===== config.mk =====
export PLATFORM = sky130hd
export DESIGN_NAME = regfile_dump_ctrl
export DESIGN_NICKNAME = d
export VERILOG_FILES = /design/src/rtl/regfile_dump_ctrl.sv
export SDC_FILE = /design/constraint.sdc
export NUM_CORES = 1
export LEC_CHECK = 0
export CAP_MARGIN = 20
export CORE_MARGIN = 2
export CORE_UTILIZATION = 36
export DETAILED_ROUTE_END_ITERATION = 10
export GPL_ROUTABILITY_DRIVEN = 1
export PLACE_DENSITY = 0.86
export SLEW_MARGIN = 20
export SYNTH_ARGS = -nofsm -noshare
export SYNTH_HDL_FRONTEND = slang
export SYNTH_SLANG_ARGS = --single-unit

===== constraint.sdc =====
create_clock -name clock_i -period 1.85 [get_ports clock_i]
set_input_delay 0.37 -clock clock_i [delete_from_list [all_inputs] [get_ports clock_i]]
set_output_delay 0.37 -clock clock_i [all_outputs]
set_load 0.1 [all_outputs]

===== src/rtl/regfile_dump_ctrl.sv =====
// Register-file dump sequencer: stalls the pipeline, drains writeback, then streams every register
// out over valid/ready. Optional trailing XOR checksum beat under REGFILE_DUMP_CHECKSUM_EN.
module regfile_dump_ctrl #(
    parameter int unsigned NB_REG       = 5,
    parameter int unsigned NB_DATA      = 32,
    parameter int unsigned N_REGISTER   = 32,
    parameter int unsigned DRAIN_CYCLES = 3
) (
    input  logic               clock_i,
    input  logic               reset_i,
    input  logic [NB_REG-1:0]  addr_ra_i,
    input  logic [NB_REG-1:0]  addr_rb_i,
    input  logic               wb_rw_i,
    input  logic [NB_REG-1:0]  wb_addr_i,
    input  logic [NB_DATA-1:0] wb_data_i,
    output logic               rf_rw_o,
    output logic [NB_REG-1:0]  rf_addr_ra_o,
    output logic [NB_REG-1:0]  rf_addr_rb_o,
    output logic [NB_REG-1:0]  rf_addr_rw_o,
    output logic [NB_DATA-1:0] rf_data_rw_o,
    input  logic [NB_DATA-1:0] rf_data_ra_i,
    input  logic               dump_req_i,
    input  logic               dump_ready_i,
    output logic               dump_valid_o,
    output logic [NB_REG:0]    dump_addr_o,
    output logic [NB_DATA-1:0] dump_data_o,
    output logic               stall_o,
    output logic               busy_o,
    output logic               dump_done_o
);

    localparam int unsigned NB_IDX   = NB_REG + 1;
    localparam int unsigned NB_DRAIN = (DRAIN_CYCLES > 1) ? $clog2(DRAIN_CYCLES) : 1;

    localparam logic [2:0] StIdle    = 3'd0;
    localparam logic [2:0] StDrain   = 3'd1;
    localparam logic [2:0] StIssue   = 3'd2;
    localparam logic [2:0] StCapture = 3'd3;
    localparam logic [2:0] StSend    = 3'd4;
    localparam logic [2:0] StDone    = 3'd5;

    localparam logic [NB_IDX-1:0]   LastIdx   = NB_IDX'(N_REGISTER - 1);
    localparam logic [NB_DRAIN-1:0] DrainLast = NB_DRAIN'(DRAIN_CYCLES - 1);

    logic [2:0]          state_q, state_d;
    logic [NB_IDX-1:0]   index_q, index_d;
    logic [NB_DRAIN-1:0] drain_cnt_q, drain_cnt_d;
    logic                valid_q, valid_d;
    logic [NB_IDX-1:0]   addr_q, addr_d;
    logic [NB_DATA-1:0]  data_q, data_d;
`ifdef REGFILE_DUMP_CHECKSUM_EN
    localparam logic [NB_IDX-1:0] CsumIdx = NB_IDX'(N_REGISTER);
    logic [NB_DATA-1:0]  csum_q, csum_d;
`endif

    // Writes always reach the bank so in-flight writeback can drain during the stall.
    assign rf_rw_o      = wb_rw_i;
    assign rf_addr_rw_o = wb_addr_i;
    assign rf_data_rw_o = wb_data_i;
    assign rf_addr_rb_o = addr_rb_i;
    assign rf_addr_ra_o = ((state_q == StIdle) || (state_q == StDone)) ? addr_ra_i
                                                                       : index_q[NB_REG-1:0];

    assign dump_valid_o = valid_q;
    assign dump_addr_o  = addr_q;
    assign dump_data_o  = data_q;
    assign busy_o       = (state_q != StIdle);
    assign stall_o      = (state_q != StIdle) && (state_q != StDone);
    assign dump_done_o  = (state_q == StDone);

    always_comb begin
        state_d     = state_q;
        index_d     = index_q;
        drain_cnt_d = drain_cnt_q;
        valid_d     = valid_q;
        addr_d      = addr_q;
        data_d      = data_q;
`ifdef REGFILE_DUMP_CHECKSUM_EN
        csum_d      = csum_q;
`endif
        unique case (state_q)
            StIdle: begin
                if (dump_req_i) begin
                    state_d     = StDrain;
                    drain_cnt_d = '0;
                    index_d     = '0;
`ifdef REGFILE_DUMP_CHECKSUM_EN
                    csum_d      = '0;
`endif
                end
            end
            StDrain: begin
                if (drain_cnt_q == DrainLast) begin
                    state_d = StIssue;
                end else begin
                    drain_cnt_d = drain_cnt_q + 1'b1;
                end
            end
            StIssue: begin
                state_d = StCapture;
            end
            StCapture: begin
                // A write landing now may target the register just read; read it again.
                if (wb_rw_i) begin
                    state_d = StIssue;
                end else begin
                    valid_d = 1'b1;
                    addr_d  = index_q;
                    data_d  = rf_data_ra_i;
                    state_d = StSend;
                end
            end
            StSend: begin
                if (dump_ready_i) begin
                    valid_d = 1'b0;
`ifdef REGFILE_DUMP_CHECKSUM_EN
                    csum_d  = csum_q ^ data_q;
                    if (index_q == LastIdx) begin
                        // Checksum beat goes out straight away, no bank read needed.
                        index_d = CsumIdx;
                        valid_d = 1'b1;
                        addr_d  = CsumIdx;
                        data_d  = csum_q ^ data_q;
                    end else if (index_q == CsumIdx) begin
                        state_d = StDone;
                    end else begin
                        index_d = index_q + 1'b1;
                        state_d = StIssue;
                    end
`else
                    if (index_q == LastIdx) begin
                        state_d = StDone;
                    end else begin
                        index_d = index_q + 1'b1;
                        state_d = StIssue;
                    end
`endif
                end
            end
            StDone: begin
                index_d = '0;
                state_d = StIdle;
            end
            default: begin
                state_d = StIdle;
            end
        endcase
    end

    always_ff @(posedge clock_i) begin
        if (!reset_i) begin
            state_q     <= StIdle;
            index_q     <= '0;
            drain_cnt_q <= '0;
            valid_q     <= 1'b0;
            addr_q      <= '0;
            data_q      <= '0;
`ifdef REGFILE_DUMP_CHECKSUM_EN
            csum_q      <= '0;
`endif
        end else begin
            state_q     <= state_d;
            index_q     <= index_d;
            drain_cnt_q <= drain_cnt_d;
            valid_q     <= valid_d;
            addr_q      <= addr_d;
            data_q      <= data_d;
`ifdef REGFILE_DUMP_CHECKSUM_EN
            csum_q      <= csum_d;
`endif
        end
    end

endmodule

==> results of run 1 <==
-- cell type report --
type / instances / area share (%)
repair buffers: 100 / 34.1
inverters: 7 / 0.723
clock buffers: 7 / 2.37
clock inverters: 1 / 0.138
flip-flops and latches: 50 / 27.6
multi-input cells: 195 / 31.8
well taps: 96 / 3.30
-- cells in the mapped netlist (all sizes together) (2+ instances only) --
cell,n
nand2,87
buf,53
dfxtp,50
a21boi,41
o21ai,10
clkbuf,7
inv,7
a21oi,6
mux2,5
nor2,5
nor2b,4
nand2b,3
nand3,3
nor3,3
o22ai,3
a31oi,2
ha,2
nor3b,2
or3b,2
or4,2
-- per-layer routing --
metal	global-route usage [%]	wire [um]	part of all wire (%)
met5	0	0	0
met4	6.47	137	2.3
met3	4.20	366	6.2
met2	26.5	2950	50
met1	16.9	2460	42
-- how the worst max path moves through the flow --
stage               slack (ns)       start  cells past startpoint         endpoint
finish                   -0.07  state_q[0]                      5  rf_addr_ra_o[4]
global route             -0.13  state_q[0]                      5  rf_addr_ra_o[4]
CTS                      -0.09  state_q[0]                      5  rf_addr_ra_o[2]
detailed placement       -0.08  dump_req_i                      5       index_q[5]
global placement         -0.05  dump_req_i                      5       index_q[3]
floorplan                0.003  state_q[0]                      4  rf_addr_ra_o[0]
-- layout by cell type, fill, tap and decap left out, types with 2 or more instances in the layout --
cell / n
o21ai_0: 9
or3b_4: 2
nor2_1: 4
ha_1: 2
a21boi_0: 39
buf_4: 28
o22ai_1: 3
dfxtp_1: 49
nand2b_1: 3
nand2_1: 87
nor3_1: 2
buf_12: 31
clkbuf_8: 6
or4_1: 2
clkdlybuf4s50_1: 41
inv_1: 7
a21oi_1: 5
nor2b_1: 4
mux2_4: 5
nand3_1: 3
-- state kept, by name, indices dropped and copies added (netlist names) --
name          flops
dump_addr_o       6
state_q           3
dump_data_o      32
dump_valid_o      1
index_q           6
drain_cnt_q       2
-- report_power, final --
group	total [mW]	internal, mW	switching [mW]
sequential	1.09	1.09	0.00719
clock	0.640	0.302	0.338
combinational	0.538	0.243	0.295
-- stage by stage --
stage               utilization [%]  area [um2]  TNS [ns]  hold WS, ns  power (mW)
floorplan                         -        2590         0        0.445        1.85
global placement               51.2        3520   -0.0803        0.451        1.64
detailed placement             51.2        3520    -0.206        0.458        1.64
CTS                            52.9        3640    -0.427        0.470        2.32
global route                   52.9        3640    -0.647        0.496        2.37
finish                         52.9        3640    -0.315        0.465        2.27
-- tightest hold or removal path: stages (launching register included) --
cell and delay (ns):
dfxtp_1 0.32, nand2_1 0.04, a21boi_0 0.06
-- cells by family (layout without fill, tap and decap cells) --
group	Yosys count	in the layout	synth area share (%)
AO/OA/AOI/OAI	70	70	20.0
XOR/XNOR	1	1	0.339
adder cells (fa/ha/maj)	2	2	0.967
buffers and inverters	67	115	17.5
flip-flops	50	50	38.7
multiplexers	5	5	2.18
AND/OR/NAND/NOR	117	117	20.3
-- repair_timing --
item,in CTS,in global routing
buffers inserted,1,0
resized for setup,6,0
pin swaps,0,0
endpoints found under the setup margin,5,5
==> out/results.ini, run 1 <==
[status]
status=complete, but fails checks
violations=setup timing

[timing]
fmaxAchievable_ghz=0.521
relSlewSlack_pct=68.5
drv_slew=0
rsz0062_at_grt=true
finClkSkew_ns=0.00696
fin_crit_sh_pct=104
setup_viol=5
hold_viol=0
setup_ws_ns=-0.0681
worstMarginPinSlew_ns=0.472
period_needed_ns=1.92

[finish]
ff_latch_area_mm2=0.00100
final_nets=445
finalNonFillerCells=456
n_antenna_cell=0
n_fill_cell=631
drive_gt1_share_pct=22.5
multi_input_area_mm2=0.00115
area_delta_synth_final_pct=40.5

[clock_tree]
htree_num_levels=2
cts_max_path_buffers=2
clkTransAtPathRegs_ns=0.08
clk_latency_ns=0.29
cts_tree=done
root_buffer=clkbuf_8
cts.sinks=50
numCtsBuffers=5
hold_buffers=0

[power_and_ir_drop]
irDropWorstVdd_uv=296
power.leakage_nw=1.34
power.density_mw_per_mm2=625

[synthesis]
synthArstFlopShare_pct=0
ys_ff_latch=50
ys_seq_area_share_pct=38.7
synthFlopType=dfxtp_1
synth_area_leader_cell=dfxtp_1
ys_types=44
yosysWarnings=0
syn_area_per_cell_um2=8.29
synth_cells=312
syn-num-nets=398
syn_area_mm2=0.00259
netlist_top_cells_area=dfxtp_1, buf_4, nand2_1, a21boi_0, mux2_2
synth_edf_count=0
yosysTopAreaCellShare_pct=38.7

[global_routing]
overflow=0
gr-usage-all-layers_pct=15.0
first_global_vias=2082
grt_pass1_wl_mm=9.33
grt_max_degree=56
antenna_found_initial=0

[floorplanning]
core_mm2=0.00687
num_io_pins=174
rows=30
start_util_pct=37.7
die_area_mm2=0.00788
die_w_um=88.8
die_h_um=88.8

[setup_path]
path_delay_family=buffers and inverters
cp-end-kind=primary output
cp_max_fo=6
crit_chain=xor2_1 -> nor2_1 -> buf_4 -> mux2_4 -> buf_12
rr_endpoint=index_q[5]
max_stage_delay_ns=0.33
start_kind=flop
cp_slowest_cell=dfxtp_2
reg2regPathDepth=5
crit_type=reg2out
worstPathArrival_ns=1.55
r2r_slack_ns=0.31
required_ns=1.48
timing.rr.start=state_q[0]
crit_buf_inv=2

[drt]
first_pass_iters=4
drt_iter0_markers=60
antenna_left=0
vias=2164
wire_per_inst_um=13.0
routed_wl_mm=5.91
via_per_inst=4.75
drcViolationCount=0

[hold_path]
hold-path-cell-count=2
hp-start=dump_data_o[17]
holdPathEnd=dump_data_o[17]
hp-class=reg2reg

[placement]
place_ws_ns=-0.0773
place_congestion=0.814
dp_cells=447
io_buffers=89
hpwl_mm=4.31

[flow_run]
max_cap_viol_count=0

(Power assumes the default switching activity.)
==> run 2: changes to the inputs <==
- CORE_UTILIZATION: 36 -> 37
- CTS_BUF_LIST: unset -> sky130_fd_sc_hd__clkbuf_2 sky130_fd_sc_hd__clkbuf_4 sky130_fd_sc_hd__clkbuf_8
- PLACE_DENSITY: 0.86 -> 0.88
==> run 2 against run 1 <==
  * The run still ends with setup timing left
  * Critical path depth unchanged
  * Hold slack barely moved
  * Register-to-register slack got worse by 0.07 ns
  * Sequential cell count unchanged
  * Cell count unchanged
  * Routed wire length decreased by 0.85%
  * Sequential share of layout area fell by 0.098 points
  * Clock power is 2% higher
  * Design area up 0.48%
  * Global-route usage is 0.17 points higher
  * Maximum frequency fell by 0.43%
  * Largest power group unchanged
  * Highest routed layer unchanged
==> out/results.ini, run 2 (synthesis results as in run 1) <==
[status]
status=complete, but fails checks  ; unchanged
violations=setup timing  ; unchanged

[timing]
fin_crit_sh_pct=104  ; about the same
relSlewSlack_pct=69.7  ; was 68.5%
fin_setup_tns_ns=-0.329  ; was -0.315 ns
finClkSkew_ns=0.00693  ; was 0.00696 ns
fmaxAchievable_ghz=0.519  ; was 0.521 GHz
setup_ws_ns=-0.0763  ; was -0.0681 ns
worstMarginPinSlew_ns=0.453  ; was 0.472 ns
rsz0062_at_grt=true  ; unchanged
period_needed_ns=1.93  ; was 1.92 ns
drv_slew=0  ; unchanged
setup_viol=5  ; unchanged
hold_viol=0  ; unchanged

[finish]
area_delta_synth_final_pct=41.2  ; was 40.5%
n_fill_cell=600  ; was 631
largest_reg_flops=32  ; unchanged
mostFrequentLayoutCells=nand2_1, dfxtp_1, clkdlybuf4s50_1  ; unchanged
final_common_cell=nand2_1  ; unchanged
n_antenna_cell=0  ; unchanged
final_nets=445  ; unchanged
drive_gt1_share_pct=23.1  ; was 22.5%
finalNonFillerCells=456  ; unchanged

[clock_tree]
root_buffer=clkbuf_8  ; unchanged
numCtsBuffers=5  ; unchanged
clk_latency_ns=0.29  ; about the same
clkTransAtPathRegs_ns=0.09  ; was 0.08 ns
htree_num_levels=2  ; unchanged
cts_max_path_buffers=2  ; unchanged
cts.sinks=50  ; unchanged
cts_tree=done  ; unchanged

[setup_path]
cp_max_fo=6  ; unchanged
max_stage_delay_ns=0.34  ; was 0.33 ns
cp-end-kind=primary output  ; unchanged
reg2regPathDepth=5  ; unchanged
worstPathArrival_ns=1.56  ; was 1.55 ns
cp_slowest_cell=mux2_4  ; was dfxtp_2
crit_type=reg2out  ; unchanged
r2r_slack_ns=0.24  ; was 0.31 ns
required_ns=1.48  ; about the same
crit_chain=xor2_1 -> nor2_1 -> buf_4 -> mux2_4 -> buf_12  ; unchanged
start_kind=flop  ; unchanged

[power_and_ir_drop]
p_int_mw=1.65  ; was 1.63 mW
power.leakage_nw=1.35  ; was 1.34 nW
irDropWorstVdd_uv=419  ; was 296 uV
comb_power_share_pct=23.8  ; was 23.7%
power.total_mw=2.29  ; was 2.27 mW
p_switching_uw=645  ; was 640 uW
power.density_mw_per_mm2=628  ; was 625 mW/mm2
p_clk_share_pct=28.6  ; was 28.2%
p_sw_share_pct=28.1  ; was 28.2%
sequentialPowerShare_pct=47.7  ; was 48.1%

[floorplanning]
rows=30  ; unchanged
num_io_pins=174  ; unchanged
die_area_mm2=0.00768  ; was 0.00788 mm2
die_w_um=87.6  ; was 88.8 um
die_h_um=87.6  ; was 88.8 um
start_util_pct=38.1  ; was 37.7%
core_mm2=0.00679  ; was 0.00687 mm2

[drt]
vias=2157  ; was 2164
first_pass_iters=4  ; unchanged
via_per_inst=4.73  ; was 4.75
antenna_left=0  ; unchanged
drcViolationCount=0  ; unchanged
drt_iter0_markers=109  ; was 60
wire_per_inst_um=12.9  ; was 13.0 um
routed_wl_mm=5.86  ; was 5.91 mm

[placement]
dp_cells=447  ; unchanged
io_buffers=89  ; unchanged
place_ws_ns=-0.0899  ; was -0.0773 ns
place_congestion=0.840  ; was 0.814
hpwl_mm=4.22  ; was 4.31 mm

[hold_path]
hold-path-cell-count=2  ; unchanged
hp-class=reg2reg  ; unchanged

[global_routing]
gr-usage-all-layers_pct=15.2  ; was 15.0%
overflow=0  ; unchanged
grt_max_degree=56  ; unchanged
antenna_found_initial=0  ; unchanged
first_global_vias=2147  ; was 2082
grt_pass1_wl_mm=9.47  ; was 9.33 mm

[flow_run]
max_cap_viol_count=0  ; unchanged

run 2: cell counts in the layout (fill, tap and decap cells not counted):
No cell type changed its count.
run 2: cell type report:
| class | count | area (um2) | share of cell area, % |
|---|---|---|---|
| repair buffers | 100 | 1250 | 34.3 |
| clock inverters | 1 | 5.00 | 0.137 |
| flip-flops and latches | 50 | 1000 | 27.5 |
| multi-input cells | 195 | 1150 | 31.6 |
| clock buffers | 7 | 90.1 | 2.47 |
| inverters | 7 | 26.3 | 0.719 |
| well taps | 96 | 120 | 3.29 |
run 2: path summary, 6_finish.rpt:
path	start	to
worst max-delay path	state_q[2]	rf_addr_ra_o[0]
worst min-delay path	dump_data_o[9]	dump_data_o[9]
worst max register to register	state_q[0]	index_q[3]
worst min register to register	dump_data_o[9]	dump_data_o[9]
run 2: power groups by stage:
stage	logic [mW]	registers (mW)	clock network (mW)
2_1_floorplan	0.694	1.15	0
3_3_place_gp	0.524	1.12	0
3_5_place_dp	0.530	1.12	0
4_1_cts	0.547	1.09	0.692
5_1_grt	0.571	1.10	0.725
6_report	0.545	1.09	0.656
run 2: per-layer routing:
layer | vias to the layer above | GRT usage, % | part of all wire, %
li1 | 1079 | - | -
met1 | 969 | 17.4 | 41
met2 | 91 | 26.9 | 50
met3 | 18 | 4.15 | 7.5
met4 | 0 | 5.87 | 1.8
met5 | - | 0 | 0
run 2: metrics by stage:
stage	utilization, %	area (um2)	hold slack [ns]
after floorplan	-	2590	0.445
after global placement	52.0	3530	0.450
after detailed placement	52.0	3530	0.457
after CTS	53.8	3650	0.470
after global routing	53.8	3650	0.489
final	53.8	3650	0.465
run 2: timing repair:
| action | in CTS | in global routing |
|---|---|---|
| gates resized for setup | 6 | 1 |
| pin swaps | 0 | 1 |
| hold buffers | 0 | 0 |
| buffers inserted | 1 | 0 |
| setup endpoints to repair | 5 | 6 |
run 2: critical path: cells and delay by family, from the launching register on:
family                    cells  cell delay (ns)
DFF                           1             0.33
muxes                         1             0.34
buffers and inverters         2             0.35
and+or+nand+nor               1             0.09
xor gates and xnor gates      1             0.15
==> run 3: changes to the inputs <==
- CORE_UTILIZATION: 37 -> 36
- DONT_BUFFER_PORTS: unset -> 1
- PLACE_DENSITY: 0.88 -> 0.55
==> run 3 against run 2 <==
  * The run still ends with setup timing left
  * Non-clock buffer count fell by 44
  * Sequential share of layout area rose by 6.9 points
  * Cell count fell by 9.6%
  * Total power fell by 1.6%
  * First-iteration DRC count fell by 10%
  * Worst setup slack got worse by 0.060 ns
  * Critical path type unchanged
  * Largest cell class is now multi-input gates
  * Largest power group unchanged
==> out/results.ini, run 3 (synthesis results as in run 1) <==
[status]
status=complete, but fails checks  ; unchanged
violations=setup timing  ; unchanged

[power_and_ir_drop]
power.total_mw=2.26  ; was 2.29 mW
irDropWorstVdd_uv=329  ; was 419 uV
power.leakage_nw=1.10  ; was 1.35 nW
power.density_mw_per_mm2=774  ; was 628 mW/mm2

[setup_path]
worstPathArrival_ns=1.62  ; was 1.56 ns
cp_max_fo=4  ; was 6
timing.rr.start=state_q[0]  ; unchanged
r2r_slack_ns=0.26  ; was 0.24 ns
cp-end-kind=primary output  ; unchanged
rr_endpoint=index_q[3]  ; unchanged
start_kind=flop  ; unchanged
crit_type=reg2out  ; unchanged
reg2regPathDepth=5  ; unchanged
required_ns=1.48  ; about the same

[floorplanning]
die_h_um=88.8  ; was 87.6 um
die_area_mm2=0.00788  ; was 0.00768 mm2
die_w_um=88.8  ; was 87.6 um
rows=30  ; unchanged
core_mm2=0.00687  ; was 0.00679 mm2
start_util_pct=37.7  ; was 38.1%
num_io_pins=174  ; unchanged

[timing]
rsz0062_at_grt=true  ; unchanged
fmaxAchievable_ghz=0.503  ; was 0.519 GHz
setup_ws_ns=-0.137  ; was -0.0763 ns
hold_viol=0  ; unchanged
relSlewSlack_pct=71.0  ; was 69.7%
finClkSkew_ns=0.0107  ; was 0.00693 ns
worstMarginPinSlew_ns=0.435  ; was 0.453 ns
period_needed_ns=1.99  ; was 1.93 ns
drv_slew=0  ; unchanged
setup_viol=5  ; unchanged
fin_crit_sh_pct=107  ; was 104%

[placement]
place_congestion=0.809  ; was 0.840
dp_cells=404  ; was 447
io_buffers=0  ; was 89
hpwl_mm=3.96  ; was 4.22 mm

[drt]
top_layer=met4  ; unchanged
first_pass_iters=4  ; unchanged
wl_met3_um=472  ; was 442 um
drt_iter0_markers=98  ; was 109
via_per_inst=4.80  ; was 4.73
routed_wl_mm=5.61  ; was 5.86 mm
dr_wl_met2_mm=2.78  ; was 2.90 mm
antenna_left=0  ; unchanged
vias=1979  ; was 2157
met1_length_mm=2.22  ; was 2.41 mm
wire_per_inst_um=13.6  ; was 12.9 um
drcViolationCount=0  ; unchanged

[clock_tree]
hold_buffers=0  ; unchanged
clkTransAtPathRegs_ns=0.10  ; was 0.09 ns
cts.sinks=50  ; unchanged
numCtsBuffers=5  ; unchanged
cts_max_path_buffers=2  ; unchanged
cts_tree=done  ; unchanged
root_buffer=clkbuf_8  ; unchanged
htree_num_levels=2  ; unchanged
post_cts_buffers=0  ; was 1
clk_latency_ns=0.30  ; was 0.29 ns

[global_routing]
grt_max_degree=56  ; unchanged
overflow=0  ; unchanged
antenna_found_initial=0  ; unchanged
gr-usage-all-layers_pct=14.0  ; was 15.2%
grt_pass1_wl_mm=8.58  ; was 9.47 mm
first_global_vias=1866  ; was 2147

[hold_path]
hp-start=reset_i  ; was dump_data_o[9]
holdPathEnd=index_q[2]  ; was dump_data_o[9]
hp-class=in2reg  ; was reg2reg
hold-path-cell-count=2  ; unchanged

[finish]
ff_latch_area_mm2=0.00100  ; about the same
multi_input_area_mm2=0.00115  ; unchanged
final_common_cell=nand2_1  ; unchanged
finalNonFillerCells=412  ; was 456
final_nets=401  ; was 445
largest_reg_flops=32  ; unchanged
fin_util_pct=42.4  ; was 53.8%
area_delta_synth_final_pct=12.7  ; was 41.2%
n_antenna_cell=0  ; unchanged
mostFrequentLayoutCells=nand2_1, dfxtp_1, buf_4  ; was nand2_1, dfxtp_1, clkdlybuf4s50_1
drive_gt1_share_pct=25.0  ; was 23.1%
n_fill_cell=697  ; was 600

[flow_run]
max_cap_viol_count=0  ; unchanged

-- run 3: where the power goes --
part           switching [mW]  internal, mW
registers             0.00442          1.09
logic                   0.254         0.136
clock network           0.371         0.406
total                   0.629          1.63
-- run 3: timing repair --
action	CTS	global route
resized for setup	4	3
hold endpoints to repair	0	0
setup endpoints to repair	5	6
pin swaps	1	1
-- run 3: final cells by class --
cell class              instances  area share, %
inverters                       7          0.901
clock inverters                 3           1.50
flip-flops and latches         50           34.4
clock buffers                   5           2.36
multi-input cells             195           39.6
repair buffers                 56           17.1
well taps                      96           4.12
-- run 3: critical path, stage by stage, from the launching register on --
cell and delay [ns]:
dfxtp_2 0.33, xor2_1 0.16, nor2_1 0.15, buf_4 0.18, mux2_4 0.33, buf_12 0.17
-- run 3: routing by layer --
metal,vias to the layer above,global-route usage [%]
met2,85,23.6
met1,882,16.4
met5,-,0
met3,15,3.54
li1,997,-
met4,0,7.16
-- run 3: worst max-delay path by stage --
stage,from,end,slack [ns]
floorplan,state_q[0],rf_addr_ra_o[0],0.003
global placement,state_q[0],rf_addr_ra_o[4],0.18
detailed placement,state_q[0],rf_addr_ra_o[4],0.16
CTS,state_q[0],rf_addr_ra_o[4],-0.17
global route,state_q[0],rf_addr_ra_o[4],-0.22
finish,state_q[0],rf_addr_ra_o[4],-0.14
-- run 3: stage by stage --
| step | setup TNS [ns] | setup slack [ns] | cell area [um2] | hold slack, ns |
|---|---|---|---|---|
| detailed placement | 0 | 0.161 | 2780 | 0.456 |
| global route | -1.01 | -0.218 | 2920 | 0.155 |
| CTS | -0.817 | -0.172 | 2910 | 0.160 |
| floorplan | 0 | 0.00267 | 2590 | 0.445 |
| finish | -0.600 | -0.137 | 2920 | 0.181 |
| global placement | 0 | 0.183 | 2780 | 0.450 |
